==> config.mk <==
export PLATFORM = sky130hd
export DESIGN_NAME = pixel_stream_source
export DESIGN_NICKNAME = d
export VERILOG_FILES = /design/src/rtl/pixsrc_pkg.sv /design/src/rtl/pixsrc_if.sv /design/src/rtl/pixsrc_skid_fifo.sv /design/src/rtl/pixel_stream_source.sv
export SDC_FILE = /design/constraint.sdc
export NUM_CORES = 1
export LEC_CHECK = 0
export BUFFER_PORTS_ARGS = -buffer_cell sky130_fd_sc_hd__buf_2
export CORE_UTILIZATION = 35
export DETAILED_ROUTE_END_ITERATION = 12
export MAX_ROUTING_LAYER = met4
export PLACE_DENSITY = 0.52
export SETUP_SLACK_MARGIN = 0.05
export SLEW_MARGIN = 20
export SYNTH_ARGS = -nofsm -noshare
export SYNTH_HDL_FRONTEND = slang
export SYNTH_SLANG_ARGS = --single-unit
==> constraint.sdc <==
create_clock -name clk -period 2.2 [get_ports clk]
set_input_delay 0.22 -clock clk [delete_from_list [all_inputs] [get_ports clk]]
set_output_delay 0.22 -clock clk [all_outputs]
set_load 0.02 [all_outputs]
==> src/rtl/pixsrc_pkg.sv <==
// ============================================================================
// Module   : pixsrc_pkg
// Purpose  : Shared types and constants for the pixel stream source.
// Revision : 1.0 - initial release
// ============================================================================
`default_nettype none

package pixsrc_pkg;

    typedef enum logic [1:0] {
        IDLE  = 2'd0,
        FETCH = 2'd1,
        DRAIN = 2'd2,
        DONE  = 2'd3
    } pixsrc_state_t;

    localparam int c_IMG_W_DEF     = 800;
    localparam int c_IMG_H_DEF     = 600;
    localparam int c_BASE_ADDR_DEF = 2;
    localparam int c_BUF_DEPTH     = 3;

    typedef struct packed {
        logic [7:0] data;
        logic       sof;
        logic       eol;
        logic       eof;
    } pixsrc_pix_t;

    // Modulo-3 pointer advance for the buffer.
    function automatic logic [1:0] ptr_next(input logic [1:0] p);
        return (p == 2'(c_BUF_DEPTH - 1)) ? 2'd0 : p + 2'd1;
    endfunction

endpackage

`default_nettype wire

==> src/rtl/pixsrc_if.sv <==
// ============================================================================
// Module   : pixsrc_if
// Purpose  : FWFT pixel stream bundle (data, tags, valid, consumer read enable).
// Revision : 1.0 - initial release
// ============================================================================
`default_nettype none

interface pixsrc_if;
    logic [7:0] data;
    logic       valid;
    logic       sof;
    logic       eol;
    logic       eof;
    logic       rd_en;

    modport master (output data, valid, sof, eol, eof, input rd_en);
    modport slave  (input data, valid, sof, eol, eof, output rd_en);
endinterface

`default_nettype wire

==> src/rtl/pixsrc_skid_fifo.sv <==
// ============================================================================
// Module   : pixsrc_skid_fifo
// Purpose  : 3-entry first-word-fall-through buffer for pixel data plus tags.
// Revision : 1.0 - initial release
// ============================================================================
`default_nettype none

module pixsrc_skid_fifo
    import pixsrc_pkg::*;
(
    input  logic            clk,
    input  logic            rst,
    input  logic            push_i,
    input  pixsrc_pix_t     push_pix_i,
    output logic [1:0]      count_o,
    pixsrc_if.master        pop_if
);

    pixsrc_pix_t ent_q [c_BUF_DEPTH];
    logic [1:0]  wr_ptr_q;
    logic [1:0]  rd_ptr_q;
    logic [1:0]  count_q;
    logic        nonempty;
    logic        pop;
    pixsrc_pix_t head;

    assign nonempty = (count_q != 2'd0);
    // A read enable against an empty buffer is simply dropped.
    assign pop      = pop_if.rd_en && nonempty;
    assign head     = ent_q[rd_ptr_q];

    always_ff @(posedge clk or negedge rst) begin
        if (!rst) begin
            for (int i = 0; i < c_BUF_DEPTH; i++) begin
                ent_q[i] <= '0;
            end
            wr_ptr_q <= 2'd0;
            rd_ptr_q <= 2'd0;
            count_q  <= 2'd0;
        end else begin
            if (push_i) begin
                ent_q[wr_ptr_q] <= push_pix_i;
                wr_ptr_q        <= ptr_next(wr_ptr_q);
            end
            if (pop) begin
                rd_ptr_q <= ptr_next(rd_ptr_q);
            end
            case ({push_i, pop})
                2'b10:   count_q <= count_q + 2'd1;
                2'b01:   count_q <= count_q - 2'd1;
                default: count_q <= count_q;
            endcase
        end
    end

    // Outputs are forced to zero when empty so stale entries never leak out.
    assign pop_if.valid = nonempty;
    assign pop_if.data  = nonempty ? head.data : 8'h00;
    assign pop_if.sof   = nonempty && head.sof;
    assign pop_if.eol   = nonempty && head.eol;
    assign pop_if.eof   = nonempty && head.eof;
    assign count_o      = count_q;

endmodule

`default_nettype wire

==> src/rtl/pixel_stream_source.sv <==
// ============================================================================
// Module   : pixel_stream_source
// Purpose  : Streams one frame from memory in raster order as an FWFT source.
//            Define PIXSRC_LOOP_EN for continuous back-to-back frames.
// Revision : 1.0 - initial release
// ============================================================================
`default_nettype none

module pixel_stream_source
    import pixsrc_pkg::*;
#(
    parameter int IMG_W     = c_IMG_W_DEF,
    parameter int IMG_H     = c_IMG_H_DEF,
    parameter int BASE_ADDR = c_BASE_ADDR_DEF,
    parameter int ADDR_W    = 19
) (
    input  logic              clk,
    input  logic              rst,
    input  logic              start,
    output logic              mem_en,
    output logic [ADDR_W-1:0] mem_addr,
    input  logic [7:0]        mem_dout,
    input  logic              rd_en,
    output logic [7:0]        dout,
    output logic              valid,
    output logic              empty,
    output logic              sof,
    output logic              eol,
    output logic              eof,
    output logic              busy,
    output logic              done
);

    localparam logic [ADDR_W-1:0] c_BASE     = ADDR_W'(BASE_ADDR);
    localparam logic [ADDR_W-1:0] c_LAST_IDX = ADDR_W'(IMG_W * IMG_H - 1);
    localparam logic [ADDR_W-1:0] c_LAST_COL = ADDR_W'(IMG_W - 1);
    localparam logic [ADDR_W-1:0] c_LAST_ROW = ADDR_W'(IMG_H - 1);
    localparam logic [ADDR_W-1:0] c_ONE      = ADDR_W'(1);

    pixsrc_state_t     state_q;
    logic [ADDR_W-1:0] addr_q;
    logic [ADDR_W-1:0] rd_idx_q;
    logic [ADDR_W-1:0] fcol_q;
    logic [ADDR_W-1:0] frow_q;
    logic [ADDR_W-1:0] ccol_q;
    logic [ADDR_W-1:0] crow_q;
    logic              inflight_q;

    logic [1:0]        fifo_count;
    logic              issue_ok;
    logic              last_read;
    logic              pop;
    logic              fill_eol;
    logic              fill_eof;
    logic              cons_eol;
    logic              cons_eof;
    pixsrc_pix_t       push_pix;

    pixsrc_if u_pop_if ();

`ifdef PIXSRC_LOOP_EN
    // Next frame is prefetched while the current one drains, so no bubble.
    assign issue_ok = (state_q != IDLE);
`else
    assign issue_ok = (state_q == FETCH);
`endif

    assign mem_en    = issue_ok &&
                       (({1'b0, fifo_count} + {2'b00, inflight_q}) < 3'(c_BUF_DEPTH));
    assign last_read = mem_en && (rd_idx_q == c_LAST_IDX);

    // Tags ride with the data; fill position tracks returning reads.
    assign fill_eol      = (fcol_q == c_LAST_COL);
    assign fill_eof      = fill_eol && (frow_q == c_LAST_ROW);
    assign push_pix.data = mem_dout;
    assign push_pix.sof  = (fcol_q == '0) && (frow_q == '0);
    assign push_pix.eol  = fill_eol;
    assign push_pix.eof  = fill_eof;

    assign u_pop_if.rd_en = rd_en;
    assign pop            = u_pop_if.valid && rd_en;
    assign cons_eol       = (ccol_q == c_LAST_COL);
    assign cons_eof       = cons_eol && (crow_q == c_LAST_ROW);

    pixsrc_skid_fifo u_fifo (
        .clk        (clk),
        .rst        (rst),
        .push_i     (inflight_q),
        .push_pix_i (push_pix),
        .count_o    (fifo_count),
        .pop_if     (u_pop_if)
    );

    always_ff @(posedge clk or negedge rst) begin
        if (!rst) begin
            state_q    <= IDLE;
            addr_q     <= '0;
            rd_idx_q   <= '0;
            fcol_q     <= '0;
            frow_q     <= '0;
            ccol_q     <= '0;
            crow_q     <= '0;
            inflight_q <= 1'b0;
        end else begin
            inflight_q <= mem_en;

            if (mem_en) begin
                if (last_read) begin
                    rd_idx_q <= '0;
                    addr_q   <= c_BASE;
                end else begin
                    rd_idx_q <= rd_idx_q + c_ONE;
                    addr_q   <= addr_q + c_ONE;
                end
            end

            if (inflight_q) begin
                if (fill_eol) begin
                    fcol_q <= '0;
                    frow_q <= fill_eof ? '0 : frow_q + c_ONE;
                end else begin
                    fcol_q <= fcol_q + c_ONE;
                end
            end

            // Consumption position advances only on an accepted pixel.
            if (pop) begin
                if (cons_eol) begin
                    ccol_q <= '0;
                    crow_q <= cons_eof ? '0 : crow_q + c_ONE;
                end else begin
                    ccol_q <= ccol_q + c_ONE;
                end
            end

            case (state_q)
                IDLE: begin
                    if (start) begin
                        state_q  <= FETCH;
                        addr_q   <= c_BASE;
                        rd_idx_q <= '0;
                        fcol_q   <= '0;
                        frow_q   <= '0;
                        ccol_q   <= '0;
                        crow_q   <= '0;
                    end
                end
                FETCH: begin
                    if (last_read) begin
                        state_q <= DRAIN;
                    end
                end
                DRAIN: begin
                    if (pop && cons_eof) begin
                        state_q <= DONE;
                    end
                end
                DONE: begin
`ifdef PIXSRC_LOOP_EN
                    state_q <= FETCH;
`else
                    state_q <= IDLE;
`endif
                end
                default: state_q <= IDLE;
            endcase
        end
    end

    assign mem_addr = addr_q;
    assign dout     = u_pop_if.data;
    assign valid    = u_pop_if.valid;
    assign empty    = ~u_pop_if.valid;
    assign sof      = u_pop_if.sof;
    assign eol      = u_pop_if.eol;
    assign eof      = u_pop_if.eof;
    assign busy     = (state_q != IDLE);
    assign done     = (state_q == DONE);

endmodule

`default_nettype wire

After elaboration in Yosys (flattened, before gate mapping) --
Cells that the tools add are included.
Operators by class: $add $sub $neg 11, eq/ne operators 15, muxes and demuxes 40, order comparisons 4, reduce and logical (&&, ||, !) cells 18, bitwise gates (word level) 3
Operator list (number):
- $mux W19 | 26
- $add A19 B1 Y19 const B | 6
- $eq A19 B10 Y1 const B | 4
- $logic_not A19 Y1 | 2
- $bwmux W33 | 1
- $mux W11 | 3
- $bmux W11 S2 | 1
- $demux W11 S2 | 1
- $eq A19 B19 Y1 const B | 1
- $logic_and A1 B1 Y1 | 11
- $eq A2 B2 Y1 const B | 5
- $mux W2 | 5
- $mux W8 | 1
- $pmux W2 S4 | 1
- $add A2 B1 Y2 const B | 3
- $ge A3 B3 Y1 const B | 2
- $not A2 Y3 | 2
- $reduce_bool A2 Y1 | 3
- $eq A2 B1 Y1 const B | 2
- $ne A2 B2 Y1 const B | 2
- $pmux W2 S2 | 1
- $add A2 B1 Y3 | 1
- $lt A3 B1 Y1 const B | 1
- $lt A3 B2 Y1 const B | 1
- 5 further kinds | 5
Storage, ports and cells: bits of input ports 12, output and inout port bits 35, register bits 156

Depth between registers and ports, before layout --
Gate-level depths: netlist of run 1.
word-level depth 8, gate-level depth with buffers 9

By module --
From an unflattened synthesis of run 1, not the netlist that was laid out.
Second synthesis, totals: cell total of the unflattened synthesis 800, area, all modules 8054.0 um^2
Modules (own cells, without submodules):
- pixel_stream_source | seq. area each 2927.8 um^2, area each 6214.7 um^2, cells an instance 657, times used 1
- pixsrc_skid_fifo | seq. area each 975.9 um^2, area each 1839.3 um^2, cells an instance 143, times used 1

Worst setup path after synthesis of run 1 --
OpenSTA, ideal clock, no wires.
path kind register -> register, from reg inflight_q, to reg state_q[1], data arrival time 2.269 ns, stages on the path, launching flop included 8, setup slack -0.196 ns, clock period less this slack 2.396 ns, setup time 0.128 ns, required time 2.072 ns, cell sequence dfrtp_1 -> ha_1 -> ha_1 -> and2_1 -> nor4_4 -> nand3_2 -> a221oi_2 -> mux2_1
Between the ends: cells in the longest elaborated chain, start to end 6
Ends and longest elaborated chain:
- start, declared | RTL line pixel_stream_source.sv:47 | logic inflight_q;
- start signal, assigned | RTL line pixel_stream_source.sv:105 | inflight_q <= mem_en;
- $add A2 B1 Y3 | RTL line pixel_stream_source.sv:69 | (({1'b0, fifo_count} + {2'b00, inflight_q}) < 3'(c_BUF_DEPTH));
- $lt A3 B2 Y1 | RTL line pixel_stream_source.sv:69
- $logic_and A1 B1 Y1 | RTL line pixel_stream_source.sv:68 | assign mem_en = issue_ok &&
- $logic_and A1 B1 Y1 | RTL line pixel_stream_source.sv:70 | assign last_read = mem_en && (rd_idx_q == c_LAST_IDX);
- $ne A2 B1 Y1 (no line)
- $reduce_and A3 Y1 (no line)
- end signal, assigned | RTL line pixel_stream_source.sv:96 | state_q <= IDLE;
- end signal, assigned | RTL line pixel_stream_source.sv:139 | state_q <= FETCH;
- end signal, assigned | RTL line pixel_stream_source.sv:150 | state_q <= DRAIN;
- end, declared | RTL line pixel_stream_source.sv:40 | pixsrc_state_t state_q;
Every way passes these cells. A chain may end at the register's enable or synchronous reset.

Worst setup path after layout of run 1 --
from reg u_fifo.count_q[0], in the netlist u_fifo.count_o[0], to out mem_en
Between the ends: cells in the longest elaborated chain, start to end 3
Ends and longest elaborated chain:
- start, declared | RTL line pixsrc_skid_fifo.sv:22 | logic [1:0] count_q;
- start signal, assigned | RTL line pixsrc_skid_fifo.sv:49 | 2'b10: count_q <= count_q + 2'd1;
- start signal, assigned | RTL line pixsrc_skid_fifo.sv:50 | 2'b01: count_q <= count_q - 2'd1;
- start signal, assigned | RTL line pixsrc_skid_fifo.sv:51 | default: count_q <= count_q;
- $add A2 B1 Y3 | RTL line pixel_stream_source.sv:69
- $lt A3 B2 Y1 | RTL line pixel_stream_source.sv:69
- $logic_and A1 B1 Y1 | RTL line pixel_stream_source.sv:68
- end, declared | RTL line pixel_stream_source.sv:20 | output logic mem_en,
Every way passes these cells.

==> summary.md, run 1 <==
| Metric | Value |
|---|---|
| Pint | roughly 6.6 mW |
| Htree depth | 4 |
| Maximum clock rate | around 0.46 GHz |
| Worst R2R End | state_q[1] |
| Die area | about 24000 um^2 |
| Leak | between 4 and 5 nW |
| Final Hold Violating Endpoints | 0 |
| Congestion Overflow GR | 0 |
| Gate power share | 0.310 |
| Final clock skew | 0.00715 ns |
| Yosys reg bits | around 160 |
| Slew at the pin closest to its max-slew limit | 0.619 ns |
| Final setup fails | 0 |
| Critical Path Start Type | register |
| Clock share of power | 0.323 |
| Cell count of the worst reg-to-reg path | 8 |
| Crit. End Element | output port |
| PortBufs | between 40 and 50 |
| DR vias | roughly 6.2k |
| Layout Utilization | 0.435 |
| Final setup TNS | 0 ns |
| Unrepaired setup endpoints after global routing | yes |
| Antenna fix cells | 0 |
| Initial core utilization | 0.355 |
| Sw frac | 0.328 |
| Async SR Flop Fraction | 1.00 |
| Total Wirelength | about 18000 um |
| Initial antenna violation count | 0 |
| Register-to-register setup slack | about 0.046 ns |
| Core Area | between 20000 and 25000 um^2 |
| Layout cell share with drive strength beyond 1 | 0.200 |
| CTS clk-pin slew, worst paths | approximately 0.060 ns |
| Sink Count | approximately 160 |
| Total track usage | 0.162 |
| Hold Crit Start | mem_dout[0] |
| Leading area contributor after synthesis | dfrtp_1 |
| Library cells used by synthesis | between 50 and 60 |
| Die width | between 150 and 200 um |
| Crit share post-route | 0.979 |
| Most frequent cells in the layout | 155 x dfrtp_1, 139 x nor2_1, 87 x nand2_1 |
| I/O pin count | 47 |
| Max incr delay on CP | between 0.3 and 0.4 ns |
| CP max FO | 4 |
| Slew headroom | 0.587 |
| Avg Inst Size Synth | ~9.5 um^2 |
| Worst endpoint required time | 1.98 ns |
| DR vias/cell | between 4 and 5 |
| EDFF count, synth | 0 |
| Total CTS buffers | 17 |
| Worst Setup SP | u_fifo.count_o[0] |
| Mapped cell area | 8020 um^2 |
| Design Area, Final | between 9000 and 10000 um^2 |
| Worst hold path type | input port to register |
| Seq/Total Area, Yosys | 0.487 |
| Worst reg2reg path startpoint | u_fifo.count_o[0] |
| DPL Wire Length | around 12000 um |
| Crit path time final | roughly 2.2 ns |
| DRC Markers | 0 |
| Status | finished, final reports clean |
| Layout Cells excl Fill | between 1k and 1.5k |
| CTS tree | built |
| First DRT Iteration DRCs | between 200 and 300 |
| CP Capture Point | mem_en |
| Syn nets | between 800 and 900 |
| Top_reg_cell synth | dfrtp_1 |
| P_sw | 3.22 mW |
| Post-Place Cells | 1194 |
| CP max-delay cell | dfrtp_1 |
| Path type of the worst setup path | register to output port |
| Sequential share of power | 0.367 |
| Synth Instances | about 850 |
| Crit-path cells | ha_2 > ha_4 > and2_4 > buf_12 > or2_4 > clkinv_4 > buf_6 |
| Max Slew Vio Count | 0 |
| Most common cell after layout, fill and taps aside | dfrtp_1 |
| Worst hold margin | around 0.017 ns |
| Clk_lat worst skew | between 0.4 and 0.5 ns |
| Yosys warnings | 0 |
| Post-route ant nets | 0 |
| Area growth syn-to-layout | 22.5% |
| CP arrival | a little under 2 ns |
| Die H | around 150 um |
| First drt pass iteration count | 4 |
| DP Area | around 9000 um^2 |
| Number of nets in the layout | between 900 and 1k |
| Number of global-route vias before repair | slightly below 6k |
| Largest net degree at the start of global routing | 51 |
| Gpl congestion | 0.802 |
| Root Driver | clkbuf_16 |
| Total of max-cap violations | 0 |
| Num rows | 55 |
| First-pass GRT wire length | 29800 um |
| Peak VDD IR | between 0.5 and 0.6 mV |
| Clk buf depth | 2 |
| Pwr Density | between 900 and 1000 nW/um^2 |
| Top cell type's share of synthesized area | 0.487 |
| Dominant cells by area after synthesis | dfrtp_1 49%, nor2_1 6.5%, xnor2_1 6.4% |
| WL/cell | 14.4 um |
==> repair_timing <==
item | 4_1_cts | 5_1_grt
pin swaps | 1 | 4
gates resized for setup | 8 | 13
cloned | 0 | 3
setup buffers | 1 | 5
endpoints found under the setup margin | 13 | 63
hold endpoints to repair | 63 | 0
hold buffers | 3 | 0
==> cell usage after synthesis (3+ instances only) <==
| cell type | count |
|---|---|
| a21oi_1 | 29 |
| and2_1 | 6 |
| and3_1 | 14 |
| and4_1 | 13 |
| buf_2 | 8 |
| buf_4 | 4 |
| clkbuf_1 | 22 |
| dfrtp_1 | 156 |
| ha_1 | 16 |
| inv_1 | 23 |
| mux2_2 | 17 |
| mux2i_1 | 12 |
| nand2_1 | 88 |
| nand3_1 | 37 |
| nand3b_1 | 3 |
| nand4_1 | 34 |
| nor2_1 | 139 |
| nor3_1 | 28 |
| nor4_1 | 24 |
| o21ai_0 | 17 |
| o21ai_2 | 3 |
| o31ai_1 | 3 |
| or2_2 | 6 |
| or3_1 | 9 |
| or4_1 | 8 |
| xnor2_1 | 59 |
| xor2_1 | 36 |
==> power by group through the flow <==
stage               sequential (mW)  clock [mW]  combinational (mW)
floorplan                      3.63           0                1.83
global placement               3.64           0                2.82
detailed placement             3.65           0                2.82
CTS                            3.60        3.25                2.90
global route                   3.66        3.35                3.38
finish                         3.60        3.16                3.04
==> area by class of cell <==
type	instances	area [um^2]
clock buffers	19	443
fillers	2207	12800
inverters	24	95.1
clock inverters	13	191
repair buffers	110	845
multi-input cells	630	3990
flip-flops and latches	156	3910
well taps	285	357
==> through the flow <==
stage | worst slack (ns) | power (mW)
3_3_place_gp | -0.0305 | 6.46
2_1_floorplan | -0.0303 | 5.46
5_1_grt | -0.0442 | 10.4
4_1_cts | 0.00795 | 9.76
3_5_place_dp | -0.0435 | 6.47
6_report | 0.0460 | 9.80
==> flip-flops by register name (all words and copies together) (netlist names) <==
name             cells
u_fifo.ent_q        33
ccol_q              19
crow_q              19
fcol_q              19
frow_q              19
mem_addr            19
rd_idx_q            19
state_q              2
u_fifo.count_o       2
u_fifo.rd_ptr_q      2
u_fifo.wr_ptr_q      2
inflight_q           1
==> kinds of logic after synthesis <==
kind of cell,share of synthesized area
AO/OA/AOI/OAI,0.0481
XOR/XNOR,0.104
adder cells (fa/ha/maj),0.0250
buffers and inverters,0.0308
flip-flops,0.487
multiplexers,0.0403
AND/OR/NAND/NOR,0.265
==> layer usage <==
layer | vias to the layer above | global-route usage | wire, um
met5 | - | - | 0
met4 | 0 | 0.0433 | 147
met3 | 12 | 0.0326 | 524
met2 | 76 | 0.244 | 8070
met1 | 2962 | 0.220 | 9050
li1 | 3106 | - | -
==> how the worst min path moves through the flow <==
stage / to / cells after the start / slack [ns]
after floorplan: ccol_q[0] / 0 / -0.08
after global placement: crow_q[17] / 1 / 0.12
after detailed placement: crow_q[14] / 1 / 0.12
after CTS: u_fifo.ent_q[29] / 3 / 0.003
after global routing: u_fifo.ent_q[25] / 3 / 0.01
final: u_fifo.ent_q[25] / 3 / 0.02
==> worst max-delay path, delay by kind of cell, from the launching register on <==
| family | cells | cell delay (ns) |
|---|---|---|
| simple gates | 2 | 0.44 |
| fa+ha+maj | 2 | 0.40 |
| flops | 1 | 0.38 |
| buf+inv | 3 | 0.28 |
(Power assumes the default switching activity.)
==> inputs of run 2 (changes only) <==
--- a/config.mk
+++ b/config.mk
@@ -9,7 +9,7 @@
 export CORE_UTILIZATION = 35
 export DETAILED_ROUTE_END_ITERATION = 12
 export MAX_ROUTING_LAYER = met4
-export PLACE_DENSITY = 0.52
+export PLACE_DENSITY = 0.5
 export SETUP_SLACK_MARGIN = 0.05
 export SLEW_MARGIN = 20
 export SYNTH_ARGS = -nofsm -noshare
==> constraint.sdc (replaced) <==
create_clock -name clk -period 2.6 [get_ports clk]
set_input_delay 0.26 -clock clk [delete_from_list [all_inputs] [get_ports clk]]
set_output_delay 0.26 -clock clk [all_outputs]
set_load 0.02 [all_outputs]
==> summary.md, run 2 (synthesis results as in run 1) <==
| Metric | Value |
|---|---|
| Initial core utilization | 0.355 |
| Worst endpoint required time | roughly 2.3 ns |
| Total CTS buffers | 17 |
| Pwr Density | 838 nW/um^2 |
| Met3 Track Usage GR | 0.0349 |
| First-pass GRT wire length | ~30000 um |
| DR vias/cell | approximately 5.0 |
| Die area | 23500 um^2 |
| Status | finished, final reports clean |
| Htree depth | 4 |
| Fillers | approximately 2.3k |
| Unrepaired setup endpoints after global routing | no |
| First DRT Iteration DRCs | 323 |
| Maximum clock rate | just over 0.4 GHz |
| Die width | 153 um |
| Critical Path Start Type | register |
| Peak VDD IR | approximately 0.35 mV |
| Number of nets in the layout | ~940 |
| Congestion Overflow GR | 0 |
| Total Wirelength | between 15000 and 20000 um |
| Crit. End Element | output port |
| Crit share post-route | 0.926 |
| CTS clk-pin slew, worst paths | about 0.07 ns |
| Final Hold Violating Endpoints | 0 |
| First drt pass iteration count | 4 |
| CP arrival | 2.15 ns |
| Post-route ant nets | 0 |
| DR vias | between 6k and 7k |
| Worst hold margin | 0.0552 ns |
| Final clock skew | approximately 0.010 ns |
| GRT busiest layer | met2 |
| CTS tree | built |
| Core Area | approximately 23000 um^2 |
| Final setup fails | 0 |
| Leak | 4.14 nW |
| Clk buf depth | 2 |
| Top reg by flops | u_fifo.ent_q |
| Num rows | 55 |
| Largest register FFs | 33 |
| Total track usage | 0.164 |
| Grt met1 use | 0.215 |
| Final setup TNS | 0 ns |
| WL/cell | about 15 um |
| I/O pin count | 47 |
| DRC Markers | 0 |
| Slew headroom | 0.524 |
| Sink Count | 156 |
| Gpl congestion | roughly 0.82 |
| CP max FO | 9 |
| Largest net degree at the start of global routing | 61 |
| Antenna fix cells | 0 |
| Most frequent cells in the layout | 156 x dfrtp_1, 139 x nor2_1, 88 x nand2_1 |
| Initial antenna violation count | 0 |
| Number of global-route vias before repair | 5895 |
| Layout cell share with drive strength beyond 1 | 0.156 |
| Die H | around 150 um |
| Area growth syn-to-layout | 16.6% |
| Path type of the worst setup path | register to output port |
| Worst hold path type | input port to register |
| Total of max-cap violations | 0 |
| M2 GR Usage | 0.256 |
| Root Driver | clkbuf_16 |
| PortBufs | 46 |
| Crit path time final | between 2 and 2.5 ns |
| Most common cell after layout, fill and taps aside | dfrtp_1 |
| Clk_lat worst skew | 0.43 ns |
| DPL Wire Length | roughly 12000 um |
| Max Slew Vio Count | 0 |
| Slew at the pin closest to its max-slew limit | between 0.7 and 0.8 ns |
-- run 2: changes by cell type in the layout (fill, tap and decap cells not counted), sizes merged --
cell,previous run,this run
clkbuf,21,23
bufinv,4,2
buf,105,78
dlygate4sd3,3,1
clkinv,6,4
-- run 2: power by group --
| group | internal (mW) | total (mW) | leakage (nW) | switching (mW) |
|---|---|---|---|---|
| sequential | 2.80 | 3.06 | 2.10 | 0.260 |
| clock | 1.52 | 2.53 | 0.286 | 1.01 |
| combinational | 0.881 | 2.23 | 1.76 | 1.35 |
| total | 5.20 | 7.83 | 4.14 | 2.62 |
-- run 2: area by class of cell --
type,count,area (um^2),area share
flip-flops and latches,156,3900,0.418
clock inverters,9,110,0.0118
clock buffers,23,488,0.0522
repair buffers,79,524,0.0561
inverters,24,95.1,0.0102
multi-input cells,630,3870,0.414
well taps,285,357,0.0382
-- run 2: what timing repair did --
action | CTS | global route
buffers inserted | 0 | 0
gates resized for setup | 2 | 1
endpoints found under the hold margin | 58 | 0
setup endpoints to repair | 1 | 1
hold buffers | 1 | 0
-- run 2: metal layers --
metal  vias up  routed length [um]
met5         -                   0
met4         0                 194
met3        14                 456
met2        81                8210
met1      2933                8840
li1       3046                   -
-- run 2: through the flow --
stage	util	area (um^2)	std cells	setup WS, ns	power [mW]
2_1_floorplan	-	8020	845	0.204	4.59
3_3_place_gp	0.387	8730	1173	0.259	5.34
3_5_place_dp	0.387	8730	1173	0.227	5.37
4_1_cts	0.414	9340	1206	0.0598	7.94
5_1_grt	0.414	9350	1206	0.0621	8.34
6_report	0.414	9350	1206	0.191	7.83
-- run 2: final timing paths --
path	cells past startpoint	slack [ns]	endpoint	from
setup / recovery	7	0.19	mem_en	inflight_q
hold / removal	3	0.06	u_fifo.ent_q[30]	mem_dout[5]
setup reg to reg	7	0.22	rd_idx_q[17]	inflight_q
hold reg to reg	2	0.48	u_fifo.ent_q[27]	u_fifo.ent_q[27]
max in group asynchronous	3	1.52	fcol_q[5]	rst
min in group asynchronous	2	0.38	crow_q[18]	rst
-- run 2: worst max-delay path, cell delays in order, from the launching register on --
cell      delay, ns
dfrtp_1        0.38
ha_1           0.20
ha_1           0.25
and2_1         0.21
buf_4          0.17
or2_4          0.26
clkinv_4       0.09
buf_2          0.17
